`src/rtl/global_pkg.sv`:
```
// Shared types for the ALU and its command sequencer: micro-op codes, command codes,
// sequencer states and the command-to-micro-op mapping.
package global_pkg;

  typedef enum logic [3:0] {
    nop      = 4'd0,
    op_lda   = 4'd1,
    op_ldb   = 4'd2,
    op_add   = 4'd3,
    op_sub   = 4'd4,
    op_and   = 4'd5,
    op_or    = 4'd6,
    op_xor   = 4'd7,
    op_oeacc = 4'd8
  } alu_op;

  typedef enum logic [2:0] {
    CMD_ADD = 3'd0,
    CMD_SUB = 3'd1,
    CMD_AND = 3'd2,
    CMD_OR  = 3'd3,
    CMD_XOR = 3'd4
  } alu_cmd_t;

  typedef enum logic [2:0] {
    IDLE  = 3'd0,
    LDA   = 3'd1,
    LDB   = 3'd2,
    EXEC  = 3'd3,
    OEACC = 3'd4,
    RESP  = 3'd5
  } seq_state_t;

  function automatic logic cmd_legal(alu_cmd_t c);
    return c <= CMD_XOR;
  endfunction

  function automatic alu_op cmd_to_op(alu_cmd_t c);
    case (c)
      CMD_ADD: return op_add;
      CMD_SUB: return op_sub;
      CMD_AND: return op_and;
      CMD_OR:  return op_or;
      CMD_XOR: return op_xor;
      default: return nop;
    endcase
  endfunction

endpackage

```
`src/rtl/alu_sequencer_if.sv`:
```
// Command request / response channels between the control unit and alu_sequencer.
interface alu_sequencer_if;

  logic                 Req_Valid;
  logic                 Req_Ready;
  global_pkg::alu_cmd_t Req_Cmd;
  logic [7:0]           Req_A;
  logic [7:0]           Req_B;
  logic                 Rsp_Valid;
  logic                 Rsp_Ready;
  logic [7:0]           Rsp_Data;
  logic                 Rsp_FlagZ;
  logic                 Rsp_FlagC;
  logic                 Rsp_FlagN;
  logic                 Rsp_FlagE;
  logic                 Rsp_Err;

  modport master (
    output Req_Valid, Req_Cmd, Req_A, Req_B, Rsp_Ready,
    input  Req_Ready, Rsp_Valid, Rsp_Data, Rsp_FlagZ, Rsp_FlagC, Rsp_FlagN, Rsp_FlagE, Rsp_Err
  );

  modport slave (
    input  Req_Valid, Req_Cmd, Req_A, Req_B, Rsp_Ready,
    output Req_Ready, Rsp_Valid, Rsp_Data, Rsp_FlagZ, Rsp_FlagC, Rsp_FlagN, Rsp_FlagE, Rsp_Err
  );

endinterface

```
`src/rtl/alu_sequencer.sv`:
```
// Accepts one two-operand command, drives the lda/ldb/op/oeacc micro-sequence into alu,
// and returns the captured result and flags over a valid/ready response channel.
module alu_sequencer
  import global_pkg::*;
#(
  parameter int OP_CYCLES = 2
) (
  input  logic          Clk,
  input  logic          Rst_n,
  alu_sequencer_if.slave bus,
  output alu_op         ALU_op,
  output logic [7:0]    InData,
  input  logic [7:0]    OutData,
  input  logic          FlagZ,
  input  logic          FlagC,
  input  logic          FlagN,
  input  logic          FlagE
);

  localparam int CW = (OP_CYCLES > 1) ? $clog2(OP_CYCLES) : 1;
  localparam logic [CW-1:0] PH_LAST = CW'(OP_CYCLES - 1);

  if (OP_CYCLES < 2 || OP_CYCLES > 15) begin : g_bad_op_cycles
    $error("alu_sequencer: OP_CYCLES must be within 2..15");
  end

  seq_state_t    state, state_nxt;
  logic [CW-1:0] ph, ph_nxt;
  alu_cmd_t      cmd_q;
  logic [7:0]    a_q, b_q;
  alu_op         op_nxt;
  logic [7:0]    data_nxt;
  logic          rsp_vld_nxt;
  logic          accept, ph_done, timed;

  assign accept  = (state == IDLE) && bus.Req_Ready && bus.Req_Valid;
  assign ph_done = (ph == PH_LAST);
  assign timed   = state inside {LDA, LDB, EXEC, OEACC};

  // Outputs are registered from the next-state decode so they line up with the state register.
  always_comb begin
    state_nxt   = state;
    ph_nxt      = '0;
    op_nxt      = nop;
    data_nxt    = '0;
    rsp_vld_nxt = 1'b0;
    case (state)
      IDLE:    if (accept) state_nxt = cmd_legal(bus.Req_Cmd) ? LDA : RESP;
      LDA:     if (ph_done) state_nxt = LDB;
      LDB:     if (ph_done) state_nxt = EXEC;
      EXEC:    if (ph_done) state_nxt = OEACC;
      OEACC:   if (ph_done) state_nxt = RESP;
      RESP:    if (bus.Rsp_Valid && bus.Rsp_Ready) state_nxt = IDLE;
      default: state_nxt = IDLE;
    endcase
    if (timed && state_nxt == state) ph_nxt = ph + CW'(1);
    case (state_nxt)
      LDA: begin
        op_nxt   = op_lda;
        data_nxt = accept ? bus.Req_A : a_q;
      end
      LDB: begin
        op_nxt   = op_ldb;
        data_nxt = b_q;
      end
      EXEC:  op_nxt = cmd_to_op(cmd_q);
      OEACC: op_nxt = op_oeacc;
      // An illegal command enters RESP at accept; its valid follows one cycle later.
      RESP:  rsp_vld_nxt = !accept;
      default: ;
    endcase
  end

  always_ff @(posedge Clk or negedge Rst_n) begin
    if (!Rst_n) begin
      state         <= IDLE;
      ph            <= '0;
      ALU_op        <= nop;
      InData        <= '0;
      bus.Req_Ready <= 1'b0;
      bus.Rsp_Valid <= 1'b0;
    end else begin
      state         <= state_nxt;
      ph            <= ph_nxt;
      ALU_op        <= op_nxt;
      InData        <= data_nxt;
      bus.Req_Ready <= (state_nxt == IDLE);
      bus.Rsp_Valid <= rsp_vld_nxt;
    end
  end

  always_ff @(posedge Clk or negedge Rst_n) begin
    if (!Rst_n) begin
      cmd_q         <= CMD_ADD;
      a_q           <= '0;
      b_q           <= '0;
      bus.Rsp_Data  <= '0;
      bus.Rsp_FlagZ <= 1'b0;
      bus.Rsp_FlagC <= 1'b0;
      bus.Rsp_FlagN <= 1'b0;
      bus.Rsp_FlagE <= 1'b0;
      bus.Rsp_Err   <= 1'b0;
    end else if (accept) begin
      cmd_q <= bus.Req_Cmd;
      a_q   <= bus.Req_A;
      b_q   <= bus.Req_B;
      if (!cmd_legal(bus.Req_Cmd)) begin
        bus.Rsp_Data  <= '0;
        bus.Rsp_FlagZ <= 1'b0;
        bus.Rsp_FlagC <= 1'b0;
        bus.Rsp_FlagN <= 1'b0;
        bus.Rsp_FlagE <= 1'b0;
        bus.Rsp_Err   <= 1'b1;
      end
    end else if (state == OEACC && ph_done) begin
      bus.Rsp_Data  <= OutData;
      bus.Rsp_FlagZ <= FlagZ;
      bus.Rsp_FlagC <= FlagC;
      bus.Rsp_FlagN <= FlagN;
      bus.Rsp_FlagE <= FlagE;
      bus.Rsp_Err   <= 1'b0;
    end
  end

endmodule
```
`src/flat_wrapper.sv`:
```
// flat-port wrapper written by rule: the top's interface ports become plain ports
module alu_sequencer_flat import global_pkg::*;
#(
  parameter int OP_CYCLES = 2
)
  (Clk, Rst_n, ALU_op, InData, OutData, FlagZ, FlagC, FlagN, FlagE, bus_Req_Valid, bus_Req_Cmd, bus_Req_A, bus_Req_B, bus_Rsp_Ready, bus_Req_Ready, bus_Rsp_Valid, bus_Rsp_Data, bus_Rsp_FlagZ, bus_Rsp_FlagC, bus_Rsp_FlagN, bus_Rsp_FlagE, bus_Rsp_Err);
  alu_sequencer_if bus_i ();
  input  logic Clk;
  input  logic Rst_n;
  output alu_op ALU_op;
  output logic [7:0] InData;
  input  logic [7:0] OutData;
  input  logic FlagZ;
  input  logic FlagC;
  input  logic FlagN;
  input  logic FlagE;
  input wire logic [$bits(bus_i.Req_Valid)-1:0] bus_Req_Valid;
  input wire logic [$bits(bus_i.Req_Cmd)-1:0] bus_Req_Cmd;
  input wire logic [$bits(bus_i.Req_A)-1:0] bus_Req_A;
  input wire logic [$bits(bus_i.Req_B)-1:0] bus_Req_B;
  input wire logic [$bits(bus_i.Rsp_Ready)-1:0] bus_Rsp_Ready;
  output wire logic [$bits(bus_i.Req_Ready)-1:0] bus_Req_Ready;
  output wire logic [$bits(bus_i.Rsp_Valid)-1:0] bus_Rsp_Valid;
  output wire logic [$bits(bus_i.Rsp_Data)-1:0] bus_Rsp_Data;
  output wire logic [$bits(bus_i.Rsp_FlagZ)-1:0] bus_Rsp_FlagZ;
  output wire logic [$bits(bus_i.Rsp_FlagC)-1:0] bus_Rsp_FlagC;
  output wire logic [$bits(bus_i.Rsp_FlagN)-1:0] bus_Rsp_FlagN;
  output wire logic [$bits(bus_i.Rsp_FlagE)-1:0] bus_Rsp_FlagE;
  output wire logic [$bits(bus_i.Rsp_Err)-1:0] bus_Rsp_Err;
  assign bus_i.Req_Valid = bus_Req_Valid;
  assign bus_i.Req_Cmd = bus_Req_Cmd;
  assign bus_i.Req_A = bus_Req_A;
  assign bus_i.Req_B = bus_Req_B;
  assign bus_i.Rsp_Ready = bus_Rsp_Ready;
  assign bus_Req_Ready = bus_i.Req_Ready;
  assign bus_Rsp_Valid = bus_i.Rsp_Valid;
  assign bus_Rsp_Data = bus_i.Rsp_Data;
  assign bus_Rsp_FlagZ = bus_i.Rsp_FlagZ;
  assign bus_Rsp_FlagC = bus_i.Rsp_FlagC;
  assign bus_Rsp_FlagN = bus_i.Rsp_FlagN;
  assign bus_Rsp_FlagE = bus_i.Rsp_FlagE;
  assign bus_Rsp_Err = bus_i.Rsp_Err;
  alu_sequencer #(.OP_CYCLES(OP_CYCLES)) u_core (.Clk(Clk), .Rst_n(Rst_n), .bus(bus_i), .ALU_op(ALU_op), .InData(InData), .OutData(OutData), .FlagZ(FlagZ), .FlagC(FlagC), .FlagN(FlagN), .FlagE(FlagE));
endmodule
```
`config.mk`:
```
export PLATFORM = sky130hd
export DESIGN_NAME = alu_sequencer_flat
export DESIGN_NICKNAME = d
export VERILOG_FILES = /design/src/rtl/global_pkg.sv /design/src/rtl/alu_sequencer_if.sv /design/src/rtl/alu_sequencer.sv /design/src/flat_wrapper.sv
export SDC_FILE = /design/constraint.sdc
export NUM_CORES = 1
export LEC_CHECK = 0
export CAP_MARGIN = 20
export CORE_ASPECT_RATIO = 0.8
export CORE_UTILIZATION = 46
export DETAILED_ROUTE_END_ITERATION = 8
export PLACE_DENSITY = 0.78
export SLEW_MARGIN = 0
export SYNTH_ARGS = -nofsm -noshare
export SYNTH_HDL_FRONTEND = slang
export SYNTH_SLANG_ARGS = --single-unit
```
`constraint.sdc`:
```
create_clock -name Clk -period 2.2 [get_ports Clk]
set_clock_uncertainty 0.2 [all_clocks]
set_input_delay 0.44 -clock Clk [delete_from_list [all_inputs] [get_ports Clk]]
set_output_delay 0.44 -clock Clk [all_outputs]
set_load 0.02 [all_outputs]
```
==> reports/metrics.csv <==
stage,metric,value,unit
place,detailedPlace.worstSlack,-0.253,ns
routing,drtPass1Iterations,4,
logic_synthesis,synth_top_area_cell,dfrtp_1,
cts,clk_pin_slew_worst_paths,0.08,ns
setup_path,crit_chain,clkdlybuf4s50_1 -> nand2_1 -> or4_1 -> buf_4 -> mux2i_1 -> o31ai_1,
pwr,pwr_density_cell,1390,nW/um^2
pwr,p_seq_frac,0.372,
cts,post_cts_resized,0,
pwr,peakVddDrop,0.616,mV
setup_path,cpPeakStageDelay,0.48,ns
timing,setup_viol,0,
logic_synthesis,synth.net_count,244,
min_path,worstHoldPathCells,2,
pwr,p_sw,1.54,mW
grt,grt_pass1_vias,1636,
timing,holdWs,0.283,ns
die,die_area,4780,sq um
place,placedCellCount,329,
pwr,power.leakage,1.43,nW
cts,h-tree-depth,2,
timing,hold_violations,0,
logic_synthesis,synth_area_leaders,"dfrtp_1 (60%), nand2_1 (9.2%), inv_1 (4.0%), mux2i_1 (3.9%), nand3_1 (3.9%)",
cells_and_area,nNetsFinal,315,
cts,cts_tree,built,
cts,cts_buffers,5,
logic_synthesis,syn_area_per_cell,9.93,sq um
routing,drtIter0Drc,84,
die,io_pins,62,
logic_synthesis,syn_area,2070,sq um
logic_synthesis,async_flop_share,1.00,
timing,final.min_clock_period,2.12,ns
logic_synthesis,synth_edf_count,0,
timing,tns,0,ns
logic_synthesis,synth-seq-area-share,0.603,
grt,grt_pass1_wl,7400,microns
pwr,power.total,4.08,mW
place,hpwl,3260,microns
cts,worstSkewPairLatency,0.31,ns
setup_path,cp_top_family,buffers and inverters,
pwr,clockPowerShare,0.162,
die,die_h,62.1,microns
setup_path,critPathMaxFanout,14,
logic_synthesis,syn_inst,209,
setup_path,crit_slowest_cell,clkdlybuf4s50_1,
setup_path,ff2ff_setup_slack,0.28,ns
timing,relSlewSlack,0.487,
logic_synthesis,ys_ff_latch,50,
routing,wl_per_cell,13.6,microns
setup_path,crit_type,input pin to flop,
routing,vias,1669,
die,die-width,77.1,microns
routing,routed_wl,4600,microns
die,initial_core_util,0.487,
logic_synthesis,ys_types,31,
cells_and_area,drive_above_1_share,0.0929,
timing,post-route-period-util,0.965,
grt,grt_overflow,0,
place,numPortBuffers,61,
cells_and_area,final_util,0.690,
cts,cts.root.buffer_cell,clkbuf_8,
setup_path,r2r-end,u_core.InData[3],
setup_path,end_kind,flop,
pwr,intPower,2.53,mW
timing,slew_violations,0,
logic_synthesis,synth_top_area_frac,0.603,
timing,rsz0062_at_grt,no,
cells_and_area,instances_no_fill,337,
cells_and_area,postLayoutCellArea,2940,sq um
timing,fmax,0.471,GHz
routing,drc,0,
place,placement.cell_area,2810,sq um
grt,antenna_found_initial,0,
setup_path,startpoint_type,input pin,
setup_path,cp.arrival,2.13,ns
min_path,holdCritPathClass,flop to flop,
logic_synthesis,yosys_warnings,0,
flow_run,max_cap_viol_count,0,
cells_and_area,area_growth,41.5,%
setup_path,r2r_start,u_core.state[1],
cts,clock_sinks,50,
setup_path,required,2.21,ns
cts,clockBufferDepth,2,
cts,postCtsSetupRepairBufs,0,
logic_synthesis,yosys_most_used_dff,dfrtp_1,
status,status,finished clean,
grt,grt_max_degree,29,
timing,worst_pin_slew,0.760,ns
die,num_rows,21,
routing,postRouteAntennaNets,0,
pwr,combPwrFrac,0.465,
die,core-area,4260,sq um
min_path,whs_endpoint,u_core.b_q[4],
setup_path,cp_num_buf_inv,2,
place,gp_congestion,0.826,
cells_and_area,diodes,0,
setup_path,worst_r2r_path_depth,4,
timing,setup_ws,0.0778,ns
routing,viasPerCell,4.95,
pwr,swShare,0.378,
min_path,hold_start,u_core.b_q[4],
grt,grt_util_all_layers,0.211,
## what timing repair did
item	4_1_cts	5_1_grt
endpoints found under the setup margin	0	1
hold endpoints to repair	26	0
hold buffers	1	0
## power by group through the flow
stage                     logic [mW]  clock network, mW  registers (mW)
after floorplan                0.896                  0            1.74
after global placement          1.84                  0            1.52
after detailed placement        1.90                  0            1.53
after CTS                       1.91              0.669            1.52
after global routing            2.10              0.703            1.56
final                           1.90              0.663            1.52
## registers in the layout (all words and copies together) (netlist names)
register,cells
u_core.state,3
u_core.a_q,8
u_core.bus.Rsp_FlagZ,1
u_core.bus.Req_Ready,1
u_core.bus.Rsp_Data,8
u_core.ph,1
u_core.bus.Rsp_FlagN,1
u_core.bus.Rsp_FlagC,1
u_core.cmd_q,3
u_core.b_q,8
u_core.ALU_op,4
u_core.bus.Rsp_FlagE,1
u_core.bus.Rsp_Valid,1
u_core.InData,8
u_core.bus.Rsp_Err,1
## synthesized netlist by cell type, types with 2 or more instances
| cell | number |
|---|---|
| a21oi_1 | 3 |
| buf_2 | 8 |
| clkbuf_1 | 3 |
| dfrtp_1 | 50 |
| inv_1 | 22 |
| mux2i_1 | 8 |
| nand2_1 | 51 |
| nand3_1 | 16 |
| nand3b_1 | 2 |
| nor2_1 | 6 |
| o21ai_0 | 12 |
| o31ai_1 | 8 |
| xor2_1 | 2 |
## tightest hold or removal path, delay by kind of cell, from the launching register on
family	cells	cell delay [ns]
AND/OR/NAND/NOR	2	0.10
flip-flops	1	0.35
## per-layer routing
metal	part of all wire	routed length, microns	vias to the layer above	global-route usage
li1	-	-	821	-
met1	0.46	2110	782	0.271
met2	0.47	2150	60	0.357
met3	0.063	289	6	0.0628
met4	0.010	47	0	0.0647
met5	0	0	-	0
## cell usage in the layout, fill, tap and decap left out
cell / n
a211oi_1: 1
a21o_1: 1
a21oi_1: 3
a31o_2: 1
and2_1: 1
and3_1: 1
and4_4: 1
and4b_1: 1
buf_12: 1
buf_2: 1
buf_4: 13
bufinv_16: 1
clkbuf_8: 6
clkdlybuf4s50_1: 60
dfrtp_1: 50
dlygate4sd3_1: 1
inv_1: 22
mux2i_1: 8
nand2_1: 51
nand3_1: 16
nand3b_1: 2
nor2_1: 6
nor2b_1: 1
nor4_2: 1
nor4bb_1: 1
o211ai_1: 1
o21ai_0: 12
o311ai_0: 1
o31a_1: 1
o31ai_1: 8
or2_2: 1
or3b_1: 1
or4_1: 1
xnor2_1: 1
xor2_1: 2
## worst max-delay path by stage
stage / start / endpoint / slack [ns] / depth (start not counted)
4_1_cts: bus_Req_Valid / u_core.InData[7] / 0.08 / 6
3_3_place_gp: bus_Req_Valid / u_core.InData[0] / -0.14 / 6
2_1_floorplan: u_core.bus.Req_Ready / u_core.InData[3] / 0.30 / 6
5_1_grt: bus_Req_Valid / u_core.InData[6] / 0.009 / 6
3_5_place_dp: bus_Req_Valid / u_core.InData[7] / -0.25 / 6
6_report: bus_Req_Valid / u_core.InData[3] / 0.08 / 6
## kinds of logic after synthesis
group | after synthesis | synth area share
xor+xnor | 3 | 0.0127
buf+inv | 34 | 0.0700
mux | 8 | 0.0386
compound gates | 29 | 0.0887
simple gates | 85 | 0.187
flops | 50 | 0.603
## area by class of cell
class,instances,area (sq um)
Fill cell,355,1320
Sequential cell,50,1250
Timing Repair Buffer,76,733
Multi-Input combinational cell,125,684
Clock buffer,6,82.6
Inverter,22,82.6
Tap cell,57,71.3
Clock inverter,1,30.0
(Power assumes the default switching activity.)
==> RTL edit, RTL diff (same flow settings) <==
`OP_CYCLES` is set to 2 in 2 places; all go to 4.
--- a/src/rtl/alu_sequencer.sv
+++ b/src/rtl/alu_sequencer.sv
@@ -3,7 +3,7 @@
 module alu_sequencer
   import global_pkg::*;
 #(
-  parameter int OP_CYCLES = 2
+  parameter int OP_CYCLES = 4
 ) (
   input  logic          Clk,
   input  logic          Rst_n,
--- a/src/flat_wrapper.sv
+++ b/src/flat_wrapper.sv
@@ -1,7 +1,7 @@
 // flat-port wrapper written by rule: the top's interface ports become plain ports
 module alu_sequencer_flat import global_pkg::*;
 #(
-  parameter int OP_CYCLES = 2
+  parameter int OP_CYCLES = 4
 )
   (Clk, Rst_n, ALU_op, InData, OutData, FlagZ, FlagC, FlagN, FlagE, bus_Req_Valid, bus_Req_Cmd, bus_Req_A, bus_Req_B, bus_Rsp_Ready, bus_Req_Ready, bus_Rsp_Valid, bus_Rsp_Data, bus_Rsp_FlagZ, bus_Rsp_FlagC, bus_Rsp_FlagN, bus_Rsp_FlagE, bus_Rsp_Err);
   alu_sequencer_if bus_i ();
Function: changed (Yosys sat finds a counterexample within 10 cycles, from zero or initial values and one cycle with Rst_n low).
==> RTL edit against the original RTL <==
  * Area after synthesis is 0.54% higher
  * Worst hold slack worse by 0.26 ns
  * Setup slack better by 0.093 ns
  * Final area is 0.90% lower
  * Count of clock-buffer cells in the layout stayed put
  * Clock power is 27% lower
  * Maximum frequency is 4.6% higher
  * Wire length is 8.2% lower
  * Total power is 10% lower
  * Sequential cell count is 1 higher
==> RTL edit: results (changes against the original RTL) <==
Parameter                              Value

Synth
  Register area share after synthesis ... 61.2% (was 60.3%)
  Top post-synthesis cells by area ... dfrtp_1 61%, mux2_2 5.9%, a22o_1 5.0% (was dfrtp_1 60%, nand2_1 9.2%, inv_1 4.0%)
  Count of distinct cell types in the synthesized netlist ... 34 (was 31)
  Main flop type after synthesis ... dfrtp_1 (unchanged)
  Total of warnings raised by yosys ... 0 (unchanged)
  Cells after synthesis ... 172 (was 209)
  Net Count, Synth ... 208 (was 244)
  Synth async-reset ratio ... 100% (unchanged)
  Leading post-synthesis cells by instance count ... 51 x dfrtp_1, 17 x nand2_1, 12 x a22o_1 (was 51 x nand2_1, 50 x dfrtp_1, 22 x inv_1)

Hold path
  Path class of the lowest-slack min-delay path ... in -> async (was reg -> reg)

Pwr
  Leakage power of the design ... 1.34 nW (was 1.43 nW)
  Worst IR drop on VDD ... 0.587 mV (was 0.616 mV)

Clocking
  Clock latency reported for the late side of the worst-skew pair ... 0.30 ns
  Max H-tree Level ... 2 (unchanged)
  Buffers inserted by post-CTS timing repair ... 0 (unchanged)
  Post-CTS sizing ... 0 (unchanged)
  Maximum number of buffers from clock root to sink ... 2 (unchanged)
  Number of CTS-inserted buffers ... 5 (unchanged)
  Root buffer cell ... clkbuf_8 (unchanged)
  Number of buffers inserted for hold repair after clock tree synthesis ... 0 (was 1)

Detailed routing
  Detailed Route Iter0 Violations ... 69 (was 84)
  First drt pass iteration count ... 4 (unchanged)
  Average vias per placed instance ... 5.22 (was 4.95)
  Average detailed-routed wire length per instance ... 14.0 um (was 13.6 um)
  DR vias ... 1577 (was 1669)

Setup path
  Critical Path Fanout Max ... 19 (was 14)
  Internal reg-to-reg setup slack ... 0.23 ns (was 0.28 ns)
  R2r startpoint ... u_core.ph[0] (was u_core.state[1])
  Reg-to-reg endpoint ... u_core.ALU_op[0] (was u_core.InData[3])
  R2R cell count ... 6 (was 4)
  Worst setup startpoint ... bus_Req_Valid (unchanged)
  Data arrival at the endpoint of the critical path ... 2.01 ns (was 2.13 ns)

STA
  Final hold slack ... 0.0266 ns (was 0.283 ns)
  Actual slew at the worst max-slew pin ... 0.618 ns (was 0.760 ns)
  Final slew viol count ... 0 (unchanged)
  Portion of the clock cycle consumed by the worst path in the final layout ... 92.2% (was 96.5%)

GRT
  Number of global-route vias before repair ... 1443 (was 1636)
  Maximum number of pins on one net before global-route repair ... 52 (was 29)
  Global-route wire length before repair ... 6910 um (was 7400 um)
  All-Layer GR Usage ... 18.7% (was 21.1%)
  Number of antenna violations at the first check in global routing ... 0 (unchanged)

Place
  Post-detail-place hpwl ... 2990 um (was 3260 um)
  Weighted congestion at the end of routability-driven global placement ... 0.725 (was 0.826)
  Setup slack after placement ... -0.139 ns (was -0.253 ns)
  Total instance count after detailed placement ... 296 (was 329)

Outcome
  Status ... complete, no violations (unchanged)

Layout
  Nets@finish ... 282 (was 315)
  Layout cells sized above 1 ... 14.7% (was 9.29%)
-- RTL edit: cell count changes after synthesis, moves of 2 or more --
cell | unedited run | this run
a21oi_1 | 3 | 5
a22o_1 | 0 | 12
buf_2 | 8 | 3
clkbuf_1 | 3 | 5
inv_1 | 22 | 8
mux2_2 | 0 | 11
nand2_1 | 51 | 17
nand3_1 | 16 | 1
nor2_1 | 6 | 8
nor2b_1 | 1 | 3
nor3_1 | 0 | 2
nor3b_1 | 0 | 5
o31ai_1 | 8 | 2
-- RTL edit: layout make-up --
cell class,count,area [sq um]
fill,358,1350
sequential,51,1280
inverter,8,30.0
multi-input combinational,104,741
tap,57,71.3
clock buffer,6,72.6
timing repair buffer,76,718
-- RTL edit: worst max path at each step --
stage / end / slack (ns)
final: u_core.InData[6] / 0.17
after global routing: u_core.InData[5] / 0.005
after CTS: u_core.InData[6] / 0.19
after detailed placement: u_core.InData[6] / -0.14
after global placement: u_core.InData[7] / -0.09
after floorplan: u_core.ALU_op[1] / 0.25
-- RTL edit: cell families (layout without fill, tap and decap cells) --
| kind of cell | Yosys count | count (layout) | share of synthesized area [%] |
|---|---|---|---|
| flip-flops | 51 | 51 | 61.2 |
| AND/OR/NAND/NOR | 42 | 42 | 10.3 |
| AO/OA/AOI/OAI | 39 | 39 | 13.3 |
| multiplexers | 19 | 19 | 9.78 |
| buffers and inverters | 17 | 90 | 3.60 |
| XOR/XNOR | 3 | 3 | 1.26 |
| adder cells (fa/ha/maj) | 1 | 1 | 0.600 |
-- RTL edit: per-stage QoR --
stage               area [sq um]  util [%]
floorplan                   2090         -
global placement            2840      66.6
detailed placement          2840      66.6
CTS                         2910      68.3
global route                2910      68.3
finish                      2910      68.3
-- RTL edit: report_power, final --
part	switching (mW)	internal (mW)
sequential	0.182	1.33
combinational	0.811	0.843
clock	0.270	0.212
total	1.26	2.39
-- RTL edit: routing by layer --
layer  wire length, um  part of all wire [%]  track usage, %  vias up
li1                  -                     -               -      752
met1              2080                    49            27.1      766
met2              1810                    43            26.7       52
met3               285                   6.8            5.88        7
met4                45                   1.1            5.66        0
met5                 0                     0               0        -
-- RTL edit: worst max-delay path, cell delays in order --
cell and delay, ns:
clkdlybuf4s50_1 0.45, nand2_1 0.06, or4_1 0.45, buf_4 0.26, mux2i_1 0.22, o21ai_0 0.11
